$ cat config.mk
export PLATFORM = sky130hd
export DESIGN_NAME = ds_pipe_buf
export DESIGN_NICKNAME = d
export VERILOG_FILES = /design/src/rtl/ds_pipe_buf.sv
export SDC_FILE = /design/constraint.sdc
export NUM_CORES = 1
export LEC_CHECK = 0
export CORE_ASPECT_RATIO = 1.5
export CORE_MARGIN = 1.5
export CORE_UTILIZATION = 29
export CTS_CLUSTER_DIAMETER = 150
export CTS_CLUSTER_SIZE = 25
export DETAILED_ROUTE_END_ITERATION = 10
export PLACE_DENSITY = 0.52
export SYNTH_ARGS = -nofsm -noshare
export SYNTH_HDL_FRONTEND = slang
export SYNTH_SLANG_ARGS = --single-unit
$ cat constraint.sdc
create_clock -name clk -period 3.16 [get_ports clk]
set_input_delay 0.474 -clock clk [delete_from_list [all_inputs] [get_ports clk]]
set_output_delay 0.474 -clock clk [all_outputs]
set_load 0.01 [all_outputs]
$ cat src/rtl/ds_pipe_buf.sv
`default_nettype none
// ============================================================================
// Module   : ds_pipe_buf
// Brief    : Fetch-to-decode elastic buffer. A circular queue of DEPTH
//            {inst, pc} bundles with flush (NOP substitution, drop all),
//            stall (hold head) and same-cycle push-on-pop when full.
// Revision : 1.0 - initial release
// ============================================================================
module ds_pipe_buf #(
  parameter int          DATA_W   = 64,
  parameter int          DEPTH    = 2,
  parameter int          INST_LSB = 32,
  parameter logic [31:0] NOP_INST = 32'h00000033
) (
  input  logic                         clk,
  input  logic                         rst_n,
  input  logic                         fs_to_ds_valid,
  input  logic [DATA_W-1:0]            if_id_bus_in,
  output logic                         ds_allowin,
  input  logic                         flush,
  input  logic                         stall,
  input  logic                         es_allowin,
  output logic                         ds_to_es_valid,
  output logic [DATA_W-1:0]            id_bus_out,
  output logic [$clog2(DEPTH+1)-1:0]   count
);

  localparam int PTR_W = $clog2(DEPTH);
  localparam int CNT_W = $clog2(DEPTH+1);
  localparam logic [CNT_W-1:0] C_DEPTH = CNT_W'(DEPTH);
  localparam logic [PTR_W-1:0] C_PTR_ONE = PTR_W'(1);
  localparam logic [CNT_W-1:0] C_CNT_ONE = CNT_W'(1);

  logic [DATA_W-1:0] r_mem [DEPTH];
  logic [PTR_W-1:0]  r_rd_ptr;
  logic [PTR_W-1:0]  r_wr_ptr;
  logic [CNT_W-1:0]  r_count;

  logic              w_pop;
  logic              w_push;
  logic [DATA_W-1:0] w_head;

  // Handshakes: a full buffer still accepts when its head leaves this cycle;
  // flush suppresses both presentation and acceptance.
  always_comb begin
    ds_to_es_valid = (r_count != '0) && !stall && !flush;
    w_pop          = ds_to_es_valid && es_allowin;
    ds_allowin     = (r_count < C_DEPTH) || w_pop;
    w_push         = fs_to_ds_valid && ds_allowin && !flush;
  end

  // Head presentation; during flush the instruction slot shows a NOP so
  // nothing downstream can act on a squashed instruction.
  always_comb begin
    w_head = r_mem[r_rd_ptr];
    if (flush) begin
      w_head[INST_LSB +: 32] = NOP_INST;
    end
  end

  assign id_bus_out = w_head;
  assign count      = r_count;

  // Storage write at the write pointer; pointers wrap naturally since DEPTH
  // is a power of two.
  always_ff @(posedge clk or negedge rst_n) begin
    if (!rst_n) begin
      for (int i = 0; i < DEPTH; i++) begin
        r_mem[i] <= '0;
      end
    end else if (w_push) begin
      r_mem[r_wr_ptr] <= if_id_bus_in;
    end
  end

  // Pointer and occupancy bookkeeping; flush empties the queue outright.
  always_ff @(posedge clk or negedge rst_n) begin
    if (!rst_n) begin
      r_rd_ptr <= '0;
      r_wr_ptr <= '0;
      r_count  <= '0;
    end else if (flush) begin
      r_rd_ptr <= '0;
      r_wr_ptr <= '0;
      r_count  <= '0;
    end else begin
      if (w_push) begin
        r_wr_ptr <= r_wr_ptr + C_PTR_ONE;
      end
      if (w_pop) begin
        r_rd_ptr <= r_rd_ptr + C_PTR_ONE;
      end
      case ({w_push, w_pop})
        2'b10:   r_count <= r_count + C_CNT_ONE;
        2'b01:   r_count <= r_count - C_CNT_ONE;
        default: r_count <= r_count;
      endcase
    end
  end

endmodule
`default_nettype wire

==> metrics.md <==
| Metric | Value |
|---|---|
| WL/cell | between 15 and 20 um |
| Gate Count Post-Synth | just over 400 |
| Post-synth cell types | 27 |
| Die Y | 178.9 um |
| P_int | roughly 4500 uW |
| Startpoint types | input pin |
| GR Overflow Total | 0 |
| DIE AREA | between 0.02 and 0.025 mm^2 |
| Via-to-Cell Ratio | 4.555 |
| Initial Util | 29.42% |
| Diode count | 0 |
| CTS buffer count | 17 |
| Post-layout net count | 616 |
| Ys Warns | 0 |
| Pre-CTS WS | 0.3345 ns |
| Routability-driven placement congestion ratio | about 0.68 |
| Post-route worst setup slack | approximately 0.37 ns |
| Min-delay worst type | in -> async |
| CTS resizes | 0 |
| Final ANT Viol Nets | 0 |
| Clock Latency Late Sink | 0.41 ns |
| Setup TNS | 0 ns |
| GRT Util Overall | between 10% and 20% |
| Via Count | 3749 |
| Commonest cells after routing, fill and taps aside | 136 x clkdlybuf4s50_1, 131 x dfrtp_1, 92 x mux2_2 |
| Peak fanout along the critical path | 36 |
| Worst-Margin Slew | 0.5616 ns |
| Setup bufs post-CTS | 0 |
| CTS tree | yes |
| First-pass GRT wire length | between 20000 and 25000 um |
| CTS sink count | 132 |
| Total leakage power | approximately 0.0033 uW |
| CTS Hold Bufs | 0 |
| Layout cell share with drive strength beyond 1 | a little over a quarter |
| Vias in the first global route | 4183 |
| Combinational Power Share | between 20% and 30% |
| Fin Clk Skew | ~0.0080 ns |
| VDD IR-drop max | about 0.28 mV |
| Final hold violations | 0 |
| Syn Area/Cell | around 15 um^2 |
| Post-synthesis sequential area ratio | between 50 and 60% |
| Net Sw Frac | roughly 25% |
| Final Setup Violations | 0 |
| Minimum clock period | about 2.8 ns |
| RSZ-0062 raised after global routing | no |
| Drt drc | 0 |
| Crit path DAT | approximately 2.3 ns |
| Crit end category | primary output |
| Max cap viols | 0 |
| Layout overhead on the synthesized area | 38.64% |
| PortBufs | 137 |
| Post-Syn Nets | approximately 480 |
| Final period utilization | between 80% and 90% |
| Fmax | between 300 and 400 MHz |
| Area leader, netlist | dfrtp_1 |
| Synth top area cells | dfrtp_1 55%, mux2_2 17%, mux2_1 11%, mux2i_1 5.5%, mux2_4 2.5% |
| Core ar. | between 0.02 and 0.025 mm^2 |
| Die Wd | 120.3 um |
| IO Pins | around 140 |
| Pwr/cell area | ~700 mW/mm^2 |
| Status | finished clean |
| Clock root cell | clkbuf_16 |
| Routed WL | about 14000 um |
| Kind of critical path | in -> out |
| Switching power | between 1000 and 1500 uW |
| DP Wirelength | ~9200 um |
| Slew Limit Fails | 0 |
| Clk buf depth | 2 |
| Initial antenna violation count | 0 |
| Req. time, crit path | about 2.7 ns |
| Mapped Area | ~0.006 mm^2 |
| Post-synth top area share | between 50 and 60% |
| Synthesized flop and latch total | 132 |
| H-tree depth | 4 |
| Sequential share of power | 40.1% |
| FP Rows | 64 |
| Slew HR | a little over three fifths |
| Clk network pwr share | 36.7% |
| Largest net degree at the start of global routing | 73 |
| Clock slew at reported path FFs | roughly 0.060 ns |
| 1st-iter DRT viols | between 100 and 150 |
| First drt pass iteration count | 4 |
| Most common cell after layout, fill and taps aside | clkdlybuf4s50_1 |
-- cells in the mapped netlist --
cell and number:
a2111oi_4 1, mux2_4 10, nand2_1 6, mux2_1 58, a21oi_1 2, nor2_1 29
buf_4 2, or4b_2 1, nand2b_1 2, nand2b_4 2, or2_2 1, dfrtp_1 132
o22ai_1 1, o21bai_1 1, a311o_1 1, buf_2 5, mux2_2 92, nor3_1 1
buf_6 12, a211oi_4 1, o21ai_0 2, clkbuf_1 6, inv_1 2, mux2i_1 33
buf_1 1, a2111oi_0 1, and4_1 1
-- stage by stage --
| step | hold WS (ns) | instance area, um^2 | instances | total power, uW | util (%) |
|---|---|---|---|---|---|
| floorplan | 0.1784 | 5983 | 406 | 3167 | - |
| global placement | 0.4617 | 7635 | 791 | 3779 | 37.54 |
| detailed placement | 0.4715 | 7635 | 791 | 3842 | 37.54 |
| CTS | 0.05830 | 8295 | 823 | 6079 | 40.78 |
| global route | 0.07035 | 8295 | 823 | 6323 | 40.78 |
| finish | 0.04588 | 8295 | 823 | 5976 | 40.78 |
-- kinds of logic (layout without fill, tap and decap cells) --
family,Yosys count,after routing,synth area share (%)
compound gates,10,10,1.673
buf+inv,28,181,3.492
flops,132,132,55.21
mux,193,193,36.26
simple gates,43,43,3.367
-- path summary, 6_finish.rpt --
kind / start / end / slack (ns) / cells after the start
min: rst_n / r_mem[55]$_DFFE_PN0P_ / 0.05 / 1
max: flush / id_bus_out[32] / 0.37 / 5
max reg2reg: count[1]$_DFFE_PN0P_ / r_mem[114]$_DFFE_PN0P_ / 1.23 / 4
max in group asynchronous: rst_n / r_mem[20]$_DFFE_PN0P_ / 2.29 / 2
min reg2reg: r_mem[122]$_DFFE_PN0P_ / r_mem[122]$_DFFE_PN0P_ / 0.48 / 1
min in group clk: r_mem[122]$_DFFE_PN0P_ / r_mem[122]$_DFFE_PN0P_ / 0.48 / 1
-- worst max-delay path, stage by stage --
cell	delay, ns
clkdlybuf4s50_1	0.52
buf_4	0.41
inv_1	0.24
nand2_1	0.11
clkdlybuf4s50_1	0.54
-- layer usage --
layer / GRT usage, % / share of wire (%) / vias to the layer above / wire length (um)
li1: - / - / 1719 / -
met1: 15.95 / 41 / 1937 / 5706
met4: 5.000 / 1.5 / 0 / 208
met2: 24.57 / 54 / 80 / 7494
met3: 3.435 / 3.9 / 13 / 543
met5: 0 / 0 / - / 0
-- registers in the layout, indices dropped and copies added, names as in the netlist --
signal / flops
count: 2
r_wr_ptr: 1
r_mem: 128
r_rd_ptr: 1
-- cell type report --
type,instances,area [um^2]
inverter,2,7.507
clock buffer,21,460.4
clock inverter,11,200.2
sequential,132,3307
tap,264,330.3
timing repair buffer,147,1519
fill,1947,12040
multi-input combinational,246,2471
-- power by group through the flow --
stage / registers, uW / clock network [uW] / logic, uW
after global placement: 2390 / 0 / 1390
final: 2390 / 2190 / 1390
after CTS: 2400 / 2260 / 1430
after global routing: 2460 / 2340 / 1520
after detailed placement: 2430 / 0 / 1420
after floorplan: 2350 / 0 / 821
No activity file was read; power rests on OpenSTA's default activity.
